`src/rtl/insn_sequencer.sv`:
```
// insn_sequencer: instruction sequencer sitting between the instruction ROM and
// the compute engines. It decodes one 32-bit instruction per S_DEC cycle, latches
// layer/dimension configuration, dispatches LIF/LW/SOF phases to engine[layer_type]
// through a start/done handshake, runs nested hardware loops and traps illegal ops.
// Optional feature: define INSN_SEQ_PERF_EN to get a saturating busy-cycle counter
// on perf_cyc_o. Without it perf_cyc_o is tied to zero.
// Opcodes are taken from the OP_* macros below and may be overridden before this file.

`ifndef OP_CFGL
`define OP_CFGL 5'h01
`endif
`ifndef OP_CFGD
`define OP_CFGD 5'h02
`endif
`ifndef OP_LIF
`define OP_LIF  5'h03
`endif
`ifndef OP_LW
`define OP_LW   5'h04
`endif
`ifndef OP_SOF
`define OP_SOF  5'h05
`endif
`ifndef OP_EOC
`define OP_EOC  5'h06
`endif
`ifndef OP_LOOP
`define OP_LOOP 5'h07
`endif
`ifndef OP_ENDL
`define OP_ENDL 5'h08
`endif

module insn_sequencer #(
    parameter int IADDR_W    = 13,
    parameter int ADDR_W     = 27,
    parameter int DIM_W      = 11,
    parameter int NUM_ENG    = 2,
    parameter int LOOP_DEPTH = 4,
    parameter int CNT_W      = 16
) (
    input  logic               clk_i,
    input  logic               rst_ni,
    input  logic               run_i,
    output logic [IADDR_W-1:0] iaddr_o,
    input  logic [31:0]        idata_i,
    output logic [4:0]         layer_type_o,
    output logic [4:0]         act_type_o,
    output logic               has_bias_o,
    output logic [DIM_W-1:0]   cin_o,
    output logic [DIM_W-1:0]   cout_o,
    output logic [ADDR_W-1:0]  base_addr_o,
    output logic [1:0]         phase_o,
    output logic [NUM_ENG-1:0] eng_rst_o,
    output logic [NUM_ENG-1:0] eng_start_o,
    input  logic [NUM_ENG-1:0] eng_done_i,
    output logic               busy_o,
    output logic               halted_o,
    output logic               err_o,
    output logic [31:0]        perf_cyc_o
);

    localparam int SP_W  = $clog2(LOOP_DEPTH + 1);
    localparam int IDX_W = (LOOP_DEPTH > 1) ? $clog2(LOOP_DEPTH) : 1;

    typedef enum logic [2:0] {
        S_DEC   = 3'd0,
        S_CFG   = 3'd1,
        S_START = 3'd2,
        S_WAIT  = 3'd3,
        S_HALT  = 3'd4
    } state_e;

    state_e              state_q, state_d;
    logic [IADDR_W-1:0]  iaddr_q, iaddr_d;
    logic [4:0]          layerType_q, layerType_d;
    logic [4:0]          actType_q, actType_d;
    logic                hasBias_q, hasBias_d;
    logic [DIM_W-1:0]    cin_q, cin_d;
    logic [DIM_W-1:0]    cout_q, cout_d;
    logic [ADDR_W-1:0]   baseAddr_q, baseAddr_d;
    logic [1:0]          phase_q, phase_d;
    logic                cfgIsD_q, cfgIsD_d;
    logic                err_q, err_d;
    logic                halted_q, halted_d;

    // Loop stack: return address and remaining iteration count per entry.
    logic [IADDR_W-1:0]  loopStart_q [LOOP_DEPTH];
    logic [CNT_W-1:0]    loopRem_q   [LOOP_DEPTH];
    logic [SP_W-1:0]     loopSp_q;
    logic                pushEn, popEn, decEn;

    logic [4:0]          opcode;
    logic [CNT_W-1:0]    loopN;
    logic [IDX_W-1:0]    pushIdx, topIdx;
    logic                stackFull, stackEmpty;
    logic                engValid, engDone;
    logic [NUM_ENG-1:0]  engSel;

    assign opcode     = idata_i[31:27];
    assign loopN      = (idata_i[CNT_W-1:0] == '0) ? CNT_W'(1) : idata_i[CNT_W-1:0];
    assign stackFull  = (loopSp_q == SP_W'(LOOP_DEPTH));
    assign stackEmpty = (loopSp_q == '0);
    assign pushIdx    = IDX_W'(loopSp_q);
    assign topIdx     = IDX_W'(loopSp_q - SP_W'(1));
    assign engValid   = (int'(layerType_q) < NUM_ENG);
    assign engSel     = NUM_ENG'(1) << layerType_q;
    assign engDone    = |(eng_done_i & engSel);

    // Decode, handshake sequencing and error trapping; an error freezes iaddr on the offending instruction.
    always_comb begin
        state_d     = state_q;
        iaddr_d     = iaddr_q;
        layerType_d = layerType_q;
        actType_d   = actType_q;
        hasBias_d   = hasBias_q;
        cin_d       = cin_q;
        cout_d      = cout_q;
        baseAddr_d  = baseAddr_q;
        phase_d     = phase_q;
        cfgIsD_d    = cfgIsD_q;
        err_d       = err_q;
        halted_d    = halted_q;
        pushEn      = 1'b0;
        popEn       = 1'b0;
        decEn       = 1'b0;

        case (state_q)
            S_DEC: begin
                if (run_i) begin
                    iaddr_d = iaddr_q + IADDR_W'(1);
                    case (opcode)
                        `OP_CFGL: begin
                            layerType_d = idata_i[20:16];
                            actType_d   = idata_i[9:5];
                            hasBias_d   = idata_i[0];
                            cfgIsD_d    = 1'b0;
                            state_d     = S_CFG;
                        end
                        `OP_CFGD: begin
                            if (engValid) begin
                                cin_d    = idata_i[16+DIM_W-1:16];
                                cout_d   = idata_i[5+DIM_W-1:5];
                                cfgIsD_d = 1'b1;
                                state_d  = S_CFG;
                            end else begin
                                iaddr_d  = iaddr_q;
                                err_d    = 1'b1;
                                halted_d = 1'b1;
                                state_d  = S_HALT;
                            end
                        end
                        `OP_LIF, `OP_LW, `OP_SOF: begin
                            if (engValid) begin
                                baseAddr_d = idata_i[ADDR_W-1:0];
                                phase_d    = (opcode == `OP_LIF) ? 2'd0 :
                                             (opcode == `OP_LW)  ? 2'd1 : 2'd2;
                                state_d    = S_START;
                            end else begin
                                iaddr_d  = iaddr_q;
                                err_d    = 1'b1;
                                halted_d = 1'b1;
                                state_d  = S_HALT;
                            end
                        end
                        `OP_LOOP: begin
                            if (stackFull) begin
                                iaddr_d  = iaddr_q;
                                err_d    = 1'b1;
                                halted_d = 1'b1;
                                state_d  = S_HALT;
                            end else begin
                                pushEn = 1'b1;
                            end
                        end
                        `OP_ENDL: begin
                            if (stackEmpty) begin
                                iaddr_d  = iaddr_q;
                                err_d    = 1'b1;
                                halted_d = 1'b1;
                                state_d  = S_HALT;
                            end else if (loopRem_q[topIdx] > CNT_W'(1)) begin
                                decEn   = 1'b1;
                                iaddr_d = loopStart_q[topIdx];
                            end else begin
                                popEn = 1'b1;
                            end
                        end
                        `OP_EOC: begin
                            halted_d = 1'b1;
                            state_d  = S_HALT;
                        end
                        default: begin
                            iaddr_d  = iaddr_q;
                            err_d    = 1'b1;
                            halted_d = 1'b1;
                            state_d  = S_HALT;
                        end
                    endcase
                end
            end
            S_CFG:   state_d = S_DEC;
            S_START: state_d = S_WAIT;
            S_WAIT: begin
                if (engDone) begin
                    state_d = S_DEC;
                end
            end
            S_HALT:  state_d = S_HALT;
            default: state_d = S_DEC;
        endcase
    end

    // Sequencer state and latched configuration registers.
    always_ff @(posedge clk_i or negedge rst_ni) begin
        if (!rst_ni) begin
            state_q     <= S_DEC;
            iaddr_q     <= '0;
            layerType_q <= '0;
            actType_q   <= '0;
            hasBias_q   <= 1'b0;
            cin_q       <= '0;
            cout_q      <= '0;
            baseAddr_q  <= '0;
            phase_q     <= '0;
            cfgIsD_q    <= 1'b0;
            err_q       <= 1'b0;
            halted_q    <= 1'b0;
        end else begin
            state_q     <= state_d;
            iaddr_q     <= iaddr_d;
            layerType_q <= layerType_d;
            actType_q   <= actType_d;
            hasBias_q   <= hasBias_d;
            cin_q       <= cin_d;
            cout_q      <= cout_d;
            baseAddr_q  <= baseAddr_d;
            phase_q     <= phase_d;
            cfgIsD_q    <= cfgIsD_d;
            err_q       <= err_d;
            halted_q    <= halted_d;
        end
    end

    // Loop stack push / pop / iteration-count decrement.
    always_ff @(posedge clk_i or negedge rst_ni) begin
        if (!rst_ni) begin
            loopSp_q <= '0;
            for (int i = 0; i < LOOP_DEPTH; i++) begin
                loopStart_q[i] <= '0;
                loopRem_q[i]   <= '0;
            end
        end else if (pushEn) begin
            loopStart_q[pushIdx] <= iaddr_q + IADDR_W'(1);
            loopRem_q[pushIdx]   <= loopN;
            loopSp_q             <= loopSp_q + SP_W'(1);
        end else if (popEn) begin
            loopSp_q <= loopSp_q - SP_W'(1);
        end else if (decEn) begin
            loopRem_q[topIdx] <= loopRem_q[topIdx] - CNT_W'(1);
        end
    end

`ifdef INSN_SEQ_PERF_EN
    logic [31:0] perfCyc_q;

    // Count cycles spent in the engine handshake, saturating at all-ones.
    always_ff @(posedge clk_i or negedge rst_ni) begin
        if (!rst_ni) begin
            perfCyc_q <= '0;
        end else if (((state_q == S_START) || (state_q == S_WAIT)) && (perfCyc_q != '1)) begin
            perfCyc_q <= perfCyc_q + 32'd1;
        end
    end

    assign perf_cyc_o = perfCyc_q;
`else
    assign perf_cyc_o = '0;
`endif

    // Pulses come straight from the state register so an async reset removes them immediately.
    assign eng_start_o  = (state_q == S_START) ? engSel : '0;
    assign eng_rst_o    = ((state_q == S_CFG) && cfgIsD_q) ? engSel : '0;
    assign busy_o       = (state_q != S_DEC) || halted_q;
    assign iaddr_o      = iaddr_q;
    assign layer_type_o = layerType_q;
    assign act_type_o   = actType_q;
    assign has_bias_o   = hasBias_q;
    assign cin_o        = cin_q;
    assign cout_o       = cout_q;
    assign base_addr_o  = baseAddr_q;
    assign phase_o      = phase_q;
    assign halted_o     = halted_q;
    assign err_o        = err_q;

endmodule

```
`config.mk`:
```
export PLATFORM = sky130hd
export DESIGN_NAME = insn_sequencer
export DESIGN_NICKNAME = d
export VERILOG_FILES = /design/src/rtl/insn_sequencer.sv
export SDC_FILE = /design/constraint.sdc
export NUM_CORES = 1
export LEC_CHECK = 0
export CAP_MARGIN = 0
export CORE_MARGIN = 5
export CORE_UTILIZATION = 56
export CTS_BUF_LIST = sky130_fd_sc_hd__clkbuf_4 sky130_fd_sc_hd__clkbuf_8
export DETAILED_ROUTE_END_ITERATION = 12
export PLACE_DENSITY = 0.87
export SETUP_SLACK_MARGIN = 0.3
export SKIP_LAST_GASP = 1
export SLEW_MARGIN = 20
export SYNTH_ARGS = -nofsm -noshare
export SYNTH_HDL_FRONTEND = slang
export SYNTH_SLANG_ARGS = --single-unit
```
`constraint.sdc`:
```
create_clock -name clk_i -period 5.6 [get_ports clk_i]
set_input_delay 1.12 -clock clk_i [delete_from_list [all_inputs] [get_ports clk_i]]
set_output_delay 1.12 -clock clk_i [all_outputs]
set_load 0.05 [all_outputs]
```
### Word-level counts from Yosys, hierarchy flattened

Index checks and enable logic that the tools add are counted.

| storage, ports and cells | value |
|---|---|
| bits in registers | 200 |
| input port bits | 37 |
| output and inout port bits | 114 |

| cells by class | value |
|---|---|
| mux-type cells | 59 |
| bitwise logic cells | 5 |
| magnitude comparators | 6 |
| shift operators | 1 |
| add/subtract/negate cells | 4 |
| equality and inequality tests | 25 |
| reduce and logical (&&, ||, !) cells | 25 |

Operator list:

| cell | number |
|---|---|
| two-way mux 64 bit | 3 |
| bitwise mux 64 bit | 2 |
| two-way mux 13 bit | 7 |
| two-way mux 16 bit | 5 |
| demux 16 bit (select 2 bit) | 2 |
| bitwise mux 52 bit | 1 |
| case mux 13 bit (4 select lines) | 1 |
| binary-select mux 16 bit (select 2 bit) | 1 |
| binary-select mux 13 bit (select 2 bit) | 1 |
| demux 13 bit (select 2 bit) | 1 |
| two-way mux 3 bit | 8 |
| == test 5 x 3 -> 1 bit (second input constant) | 4 |
| two-way mux 1 bit | 18 |
| != test 2 bit (second input constant) | 9 |
| AND reduction 6 bit | 3 |
| > comparator 16 x 1 -> 1 bit (second input constant) | 1 |
| logical NOT 16 bit | 1 |
| AND reduction 4 bit | 4 |
| subtractor 16 x 1 -> 16 bit (second input constant) | 1 |
| case mux 3 bit (5 select lines) | 1 |
| adder 13 x 1 -> 13 bit (second input constant) | 1 |
| case mux 3 bit (4 select lines) | 1 |
| == test 5 x 2 -> 1 bit (second input constant) | 2 |
| two-way mux 2 bit | 4 |
| other kinds (29) | 43 |

### Logic depth before layout (Yosys ltp)

Gate-level depths: netlist (run 1).

| depth | value |
|---|---|
| depth in word-level cells | 14 |
| mapped depth | 16 |
| gate-level depth less buffers | 11 |

### Worst setup path after synthesis (run 1)

Ideal clock, no wire load.

| path | value |
|---|---|
| kind | reg-to-reg |
| start point | reg loopSp_q[0] |
| end point | reg loopRem_q[24] in the netlist's numbering |
| cell stages (with the launch flop) | 17 |
| period minus slack after synthesis | 4071 ps |
| slack | 1529 ps |
| buffers on the path | 5 |
| data required time | 5474 ps |
| setup time | 126 ps |
| data arrival time | 3944 ps |
| cells stage by stage | dfrtp_1 -> buf_2 -> inv_1 -> ha_1 -> buf_2 -> buf_2 -> buf_1 -> mux4_2 -> inv_1 -> ha_1 -> nor2_1 -> nor4_2 -> nand4_4 -> nand4_2 -> buf_2 -> nor2_1 -> a221o_1 |

| between the ends | value |
|---|---|
| word-level cells in the longest chain between the ends | 13 |
| elaborated cells between the ends (all ways) | 42 |
| those cells by class | add/sub: 2; order compare: 5; eq/ne: 2; mux: 26; bitwise: 2; reduce/logical: 5 |

RTL lines:

| element | line | text |
|---|---|---|
| start: declaration | 90 | `logic [SP_W-1:0] loopSp_q;` |
| start signal: assignment | 256 | `loopSp_q <= loopSp_q + SP_W'(1);` |
| start signal: assignment | 258 | `loopSp_q <= loopSp_q - SP_W'(1);` |
| subtractor 3 x 1 -> 3 bit * | - |  |
| net topIdx[0] | 95 | `logic [IDX_W-1:0] pushIdx, topIdx;` |
| inverter 2 -> 3 bit (not written as such) * | 182, 260 |  |
| binary-select mux 16 bit (select 2 bit) | 182, 260 |  |
| two-way mux 16 bit (not written as such) (2 in series) | 182, 260 |  |
| > comparator 16 x 1 -> 1 bit | 182 | `end else if (loopRem_q[topIdx] > CNT_W'(1)) begin` |
| two-way mux 1 bit | 182 |  |
| two-way mux 1 bit | 177 | `if (stackEmpty) begin` |
| two-way mux 1 bit | 132 | `case (opcode)` |
| two-way mux 1 bit | 130 | `if (run_i) begin` |
| two-way mux 1 bit | 128 | `case (state_q)` |
| != test 2 bit (no line) / nonzero test 2 bit (equally long branches) | - |  |
| AND reduction 2 bit (no line) | - |  |
| end signal: indexed assignment | 255 | `loopRem_q[pushIdx] <= loopN;` |
| end signal: indexed assignment | 260 | `loopRem_q[topIdx] <= loopRem_q[topIdx] - CNT_W'(1);` |
| end: declaration | 89 | `logic [CNT_W-1:0] loopRem_q [LOOP_DEPTH];` |

The timed path passes the listed nets; every way through them passes the cells marked *. The select of a mux whose other input is x is not followed.
A chain may end at the register's enable or synchronous reset.

### Worst setup path after layout (run 1)

| path | value |
|---|---|
| start point | reg loopSp_q[1] |
| end point | reg loopRem_q[8] in the netlist's numbering |

| between the ends | value |
|---|---|
| word-level cells in the longest chain between the ends | 13 |
| elaborated cells between the ends (all ways) | 42 |
| those cells by class | add/sub: 2; order compare: 5; eq/ne: 2; mux: 26; bitwise: 2; reduce/logical: 5 |

RTL lines:

| element | line |
|---|---|
| subtractor 3 x 1 -> 3 bit | - |
| inverter 2 -> 3 bit (not written as such) | 182, 260 |
| binary-select mux 16 bit (select 2 bit) | 182, 260 |
| two-way mux 16 bit (not written as such) (2 in series) | 182, 260 |
| > comparator 16 x 1 -> 1 bit | 182 |
| two-way mux 1 bit | 182 |
| two-way mux 1 bit | 177 |
| two-way mux 1 bit | 132 |
| two-way mux 1 bit | 130 |
| two-way mux 1 bit | 128 |
| != test 2 bit (no line) / nonzero test 2 bit (equally long branches) | - |
| AND reduction 2 bit (no line) | - |

Several ways; a longest one is shown, not always the timed one. The select of a mux whose other input is x is not followed.

==> out/metrics.yaml, run 1 <==
timing.fmax_mhz: 238
async_flop_share_pct: 100
synth_edf_count: 0
yosys_warnings: 0
antenna_found_initial: 0
pre_cts_ws_ns: 1.47
rsz0062_at_grt: "no"
cts_tree: "built"
drive_gt1_share_pct: 16.2
clockRootBuffer: "clkbuf_8"
synth_mux_area_share_pct: 15.6
setup_tns_ns: 0
clkTransAtPathRegs_ns: 0.11
ioPinCount: 151
crit_chain: "inv_1, ha_1, buf_4, mux4_2, nor4_2, nand4_4, nand4_2, buf_4, and2_1, a221o_1"
cts_setup_buffers: 0
grt_pass1_wl_um: 40200
fin_crit_ns: 4.19
min_path_cells: 2
min_from: "loopStart_q[49]"
synth-compound-area-share_pct: 11.8
numCtsBuffers: 17
required_ns: 6.02
r2r-end: "loopRem_q[8]"
die_w_um: 143
setup_violations: 0
synth_fa_ha_area_share_pct: 1.38
hold_class: "flop to flop"
first_global_vias: 7681
drtIter0Drc: 716
r2r-start: "loopSp_q[1]"
fin_skew_ns: 0.0220
cts-hold-fix-buffers: 0
synth_cell_types: 63
cpMostUsedCell: "buf_4"
synth_cells: 890
dr.pass1.iters: 5
cts.sinks: 200
layout_commonest_cell: "dfrtp_1"
synthFlopType: "dfrtp_1"
routabilityCongestion: 0.891
p_total_mw: 2.66
hold_end: "loopStart_q[49]"
h-tree-depth: 4
synth_xor_area_share_pct: 2.18
synth_top_family_by_area: "multiplexers"
wl_per_cell_um: 19.9
nets: 1036
crit_cells: 10
cpPeakStageDelay_ns: 0.61
synth_seq_area_share_pct: 50.2
initial_core_util_pct: 57.4
core-area_sq_um: 17400
r2r_setup_slack_ns: 1.41
finalCritPeriodShare_pct: 74.9
port_buffers: 118
dieArea_sq_um: 20600
cap_violations: 0
rr_worst_depth: 10
clock_latency_ns: 0.49
cp-start-kind: "flop"
hold_viol: 0
antenna_cells: 0
run_status: "complete, no violations"
worst_slew_pin_slew_ns: 1.03
drc: 0
grt_max_degree: 115
arrival_ns: 4.62
leakagePower_nw: 5.49
slowest_stage: "ha_1"
num_rows: 48
peakVddDrop_mv: 0.227
overflow: 0
p_per_area_nw_per_um2: 228
slew_headroom_pct: 31.1
path_delay_family: "simple AND/OR/NAND/NOR gates"
path_max_fanout: 26
finalWorstSetupSlack_ns: 1.41
crit_buf_inv: 3
final_cell_mix: "dfrtp_1, clkdlybuf4s50_1, nand2_1, o21ai_0, mux2_2"
clock_path_buffers: 2
place_hpwl_um: 16000
path_class: "flop to flop"
finalMaxSlewViolations: 0
die_h_um: 143
areaGrowthSynthToFinish_pct: 16.7
ctsResizeCount: 0
via_per_inst: 6.10
grtUsageTotal_pct: 24.6
wl_um: 24400
synth-simple-area-share_pct: 13.4
vias: 7484
syn_area_sq_um: 9970
ys_ff_latch: 200
setup.worst_path.end_class: "flop"
syn_area_per_cell_sq_um: 11.2
ant_nets: 0
Yosys cell counts, drive strengths merged, types with 3 or more instances:
master,instances,area (sq um)
a211oi,3,27.5
a21o,3,22.5
a21oi,16,80.1
a221o,34,340
a2bb2oi,5,43.8
a31oi,13,93.8
and2,10,62.6
and3,14,87.6
buf,49,330
clkbuf,34,128
dfrtp,200,5000
ha,11,138
inv,21,78.8
mux2,65,732
mux2i,17,170
mux4,29,653
nand2,100,378
nand2b,5,31.3
nand3,26,140
nand4,9,83.8
nor2,62,233
nor2b,5,31.3
nor3,13,70.1
nor4,10,111
o211ai,9,67.6
o21ai,75,375
o221ai,5,43.8
or3,4,25.0
xnor2,13,114
xor2,11,104
power by group:
group / leakage, nW / total (mW) / switching [mW] / internal, mW
clock: 0.218 / 0.990 / 0.560 / 0.431
sequential: 2.76 / 1.46 / 0.00976 / 1.45
combinational: 2.51 / 0.206 / 0.150 / 0.0555
worst max path at each step:
stage / from / endpoint / slack, ns
after floorplan: loopSp_q[0] / loopRem_q[24] / 1.53
after global placement: run_i / loopRem_q[53] / 1.57
after detailed placement: run_i / loopRem_q[53] / 1.47
after CTS: loopSp_q[1] / loopRem_q[8] / 1.48
after global routing: loopSp_q[1] / loopRem_q[8] / 1.24
final: loopSp_q[1] / loopRem_q[8] / 1.41
metal layers:
| metal | GRT usage, % | vias up | share of wire, % | routed length, um |
|---|---|---|---|---|
| met3 | 8.52 | 61 | 9.8 | 2390 |
| met1 | 32.5 | 3693 | 40 | 9860 |
| met4 | 8.82 | 0 | 2.5 | 611 |
| met5 | 0 | - | 0 | 0 |
| met2 | 38.2 | 379 | 47 | 11600 |
| li1 | - | 3351 | - | - |
cell type report:
type                       count  area (sq um)
fill                        1256          5720
sequential                   200          5010
multi-input combinational    617          4550
timing repair buffer         131          1290
tap                          225           282
clock buffer                  18           248
clock inverter                14           180
inverter                      21          78.8
tightest hold or removal path, cell delays in order (launching register included):
cell     delay, ns
dfrtp_1       0.35
nand2_1       0.04
o21ai_0       0.06
logic make-up after synthesis:
family / Yosys count
other: 1
buffers and inverters: 104
and+or+nand+nor: 268
muxes: 111
adders and majority gates: 11
xor gates and xnor gates: 24
AOI/OAI and AO/OA: 171
DFF: 200
sequential cells by signal, summed over array words and instances (netlist names):
| name | count |
|---|---|
| err_o | 1 |
| phase_o | 2 |
| halted_o | 1 |
| iaddr_o | 13 |
| cout_o | 11 |
| loopRem_q | 64 |
| cfgIsD_q | 1 |
| cin_o | 11 |
| loopSp_q | 3 |
| loopStart_q | 52 |
| state_q | 3 |
| base_addr_o | 27 |
| act_type_o | 5 |
| has_bias_o | 1 |
| layer_type_o | 5 |
per-stage QoR:
step / area [sq um] / hold WS (ns) / util (%) / cells
after floorplan: 10100 / 0.441 / - / 921
after detailed placement: 11200 / 0.468 / 64.6 / 1194
after global placement: 11200 / 0.452 / 64.6 / 1194
after global routing: 11600 / 0.505 / 67.0 / 1226
final: 11600 / 0.489 / 67.0 / 1226
after CTS: 11600 / 0.491 / 67.0 / 1226
Power figures use the tool's default switching activity.
==> run 2, diff against run 1 <==
--- a/config.mk
+++ b/config.mk
@@ -7,10 +7,10 @@
 export LEC_CHECK = 0
 export CAP_MARGIN = 0
 export CORE_MARGIN = 5
-export CORE_UTILIZATION = 56
+export CORE_UTILIZATION = 51
 export CTS_BUF_LIST = sky130_fd_sc_hd__clkbuf_4 sky130_fd_sc_hd__clkbuf_8
 export DETAILED_ROUTE_END_ITERATION = 12
-export PLACE_DENSITY = 0.87
+export PLACE_DENSITY = 0.84
 export SETUP_SLACK_MARGIN = 0.3
 export SKIP_LAST_GASP = 1
 export SLEW_MARGIN = 20
==> constraint.sdc (replaced) <==
create_clock -name clk_i -period 3.4 [get_ports clk_i]
set_input_delay 0.68 -clock clk_i [delete_from_list [all_inputs] [get_ports clk_i]]
set_output_delay 0.68 -clock clk_i [all_outputs]
set_load 0.05 [all_outputs]
==> run 2 against run 1 <==
Effect of this change:
- sequential power rose by 65%
- register-to-register slack got worse by 1.1 ns
- critical path depth rose by 2
- largest cell class unchanged
- first-iteration DRC count rose by 5.0%
==> out/metrics.yaml, run 2 (same netlist as run 1, synthesis figures left out) <==
drtIter0Drc: 752  # was 716
finalCritPeriodShare_pct: 90.3  # was 74.9%
first_global_vias: 8020  # was 7681
clockRootBuffer: "clkbuf_8"  # unchanged
rsz0062_at_grt: "no"  # unchanged
pre_cts_ws_ns: 0.0880  # was 1.47 ns
arrival_ns: 3.46  # was 4.62 ns
fin_hold_ws_ns: 0.235  # was 0.489 ns
path_max_fanout: 12  # was 26
die_w_um: 150  # was 143 um
die_h_um: 150  # was 143 um
p_per_area_nw_per_um2: 343  # was 228 nW/um^2
fin_skew_ns: 0.0214  # was 0.0220 ns
grtUsageTotal_pct: 23.5  # was 24.6%
nets: 1087  # was 1036
clock_path_buffers: 2  # unchanged
h-tree-depth: 4  # unchanged
areaGrowthSynthToFinish_pct: 24.0  # was 16.7%
drc: 0  # unchanged
ant_nets: 0  # unchanged
via_per_inst: 5.99  # was 6.10
overflow: 0  # unchanged
wl_um: 26100  # was 24400 um
final_cell_mix: "dfrtp_1, clkdlybuf4s50_1, nand2_1, o21ai_0, nor2_1"  # was dfrtp_1, clkdlybuf4s50_1, nand2_1, o21ai_0, mux2_2
leakagePower_nw: 5.81  # was 5.49 nW
vias: 7886  # was 7484
run_status: "complete, no violations"  # unchanged
grt_pass1_wl_um: 42100  # was 40200 um
antenna_cells: 0  # unchanged
wl_per_cell_um: 19.8  # was 19.9 um
numCtsBuffers: 17  # unchanged
cp-start-kind: "flop"  # unchanged
fin_crit_ns: 3.07  # was 4.19 ns
place_hpwl_um: 17700  # was 16000 um
clock_latency_ns: 0.48  # was 0.49 ns
antenna_found_initial: 0  # unchanged
place_area_sq_um: 11600  # was 11200 sq um
clkTransAtPathRegs_ns: 0.11  # about the same
path_class: "flop to flop"  # unchanged
dr.pass1.iters: 7  # was 5
setup.worst_path.end_class: "flop"  # unchanged
cap_violations: 0  # unchanged
timing.fmax_mhz: 326  # was 238 MHz
slew_headroom_pct: 53.5  # was 31.1%
initial_core_util_pct: 51.6  # was 57.4%
core-area_sq_um: 19300  # was 17400 sq um
stdcell_area_sq_um: 12400  # was 11600 sq um
layout_commonest_cell: "dfrtp_1"  # unchanged
dieArea_sq_um: 22400  # was 20600 sq um
finalMaxSlewViolations: 0  # unchanged
num_rows: 51  # was 48
routabilityCongestion: 0.898  # was 0.891
grt_max_degree: 82  # was 115
hold_class: "input pin to asynchronous set/reset pin"  # was flop to flop
regMostFlops: "loopRem_q"  # unchanged
required_ns: 3.79  # was 6.02 ns
hold_viol: 0  # unchanged
cts.sinks: 200  # unchanged
worst_slew_pin_slew_ns: 0.689  # was 1.03 ns
largest_reg_flops: 64  # unchanged
drive_gt1_share_pct: 22.2  # was 16.2%
setup_violations: 0  # unchanged
peakVddDrop_mv: 0.343  # was 0.227 mV
finalWorstSetupSlack_ns: 0.330  # was 1.41 ns
setup_tns_ns: 0  # unchanged
cts-hold-fix-buffers: 0  # unchanged
ioPinCount: 151  # unchanged
cts_tree: "built"  # unchanged
port_buffers: 118  # unchanged
## run 2: cell count changes in the layout (fill, tap and decap cells not counted), moves of 3 or more
cell             change
a21oi_1              -5
a21oi_2              +5
buf_12               +8
buf_4               +39
clkdlybuf4s50_1      -4
dlygate4sd2_1        +3
inv_1                -3
mux2_2               -5
mux2_4               +5
nor4_2               -3
nor4_4               +3
## run 2: critical path: stages, from the launching register on
cell and delay, ns:
dfrtp_1 0.43, inv_2 0.08, ha_4 0.34, buf_4 0.19, buf_6 0.17, mux4_2 0.38
nor3_4 0.25, buf_12 0.15, nand4_4 0.22, nand4_4 0.22, buf_4 0.24, o21ai_0 0.12
a2bb2oi_1 0.19
## run 2: path summary, 6_finish.rpt
check	startpoint	cells past startpoint	slack, ns	endpoint
max reg2reg	loopSp_q[1]	12	0.33	loopRem_q[30]
min in group clk_i	loopStart_q[27]	2	0.48	loopStart_q[27]
min	rst_ni	1	0.24	loopStart_q[4]
min reg2reg	loopStart_q[27]	2	0.48	loopStart_q[27]
max	loopSp_q[1]	12	0.33	loopRem_q[30]
max in group asynchronous	rst_ni	2	2.37	cout_o[3]
## run 2: power by group
part	internal [mW]	switching (mW)	total, mW	leakage [nW]
Clock	0.558	0.917	1.48	0.189
Combinational	0.105	0.256	0.361	2.86
Sequential	2.39	0.0156	2.41	2.76
Total	3.05	1.19	4.24	5.81
## run 2: per-layer routing
| metal | global-route usage (%) | vias to the layer above | part of all wire, % |
|---|---|---|---|
| met1 | 30.7 | 3881 | 38 |
| met5 | 0 | - | 0 |
| met4 | 7.69 | 0 | 3.0 |
| met2 | 36.8 | 476 | 48 |
| met3 | 8.51 | 78 | 12 |
| li1 | - | 3451 | - |
## run 2: repair_timing
item / 4_1_cts / 5_1_grt
buffers inserted: 8 / 14
endpoints found under the setup margin: 68 / 69
gates resized for setup: 11 / 13
pin swaps: 4 / 10
cloned: 2 / 0
## run 2: cell type report
| cell class | count | area [sq um] |
|---|---|---|
| Clock inverter | 14 | 135 |
| Fill cell | 1395 | 6980 |
| Inverter | 21 | 83.8 |
| Sequential cell | 200 | 5010 |
| Tap cell | 265 | 332 |
| Clock buffer | 18 | 248 |
| Timing Repair Buffer | 180 | 1770 |
| Multi-Input combinational cell | 619 | 4790 |
## run 2: stage by stage
stage               instances  power [mW]  util (%)
global route             1317        4.39      63.9
detailed placement       1261        2.81      60.2
global placement         1261        2.80      60.2
CTS                      1303        4.26      63.0
finish                   1317        4.24      63.9
floorplan                 921        2.67         -
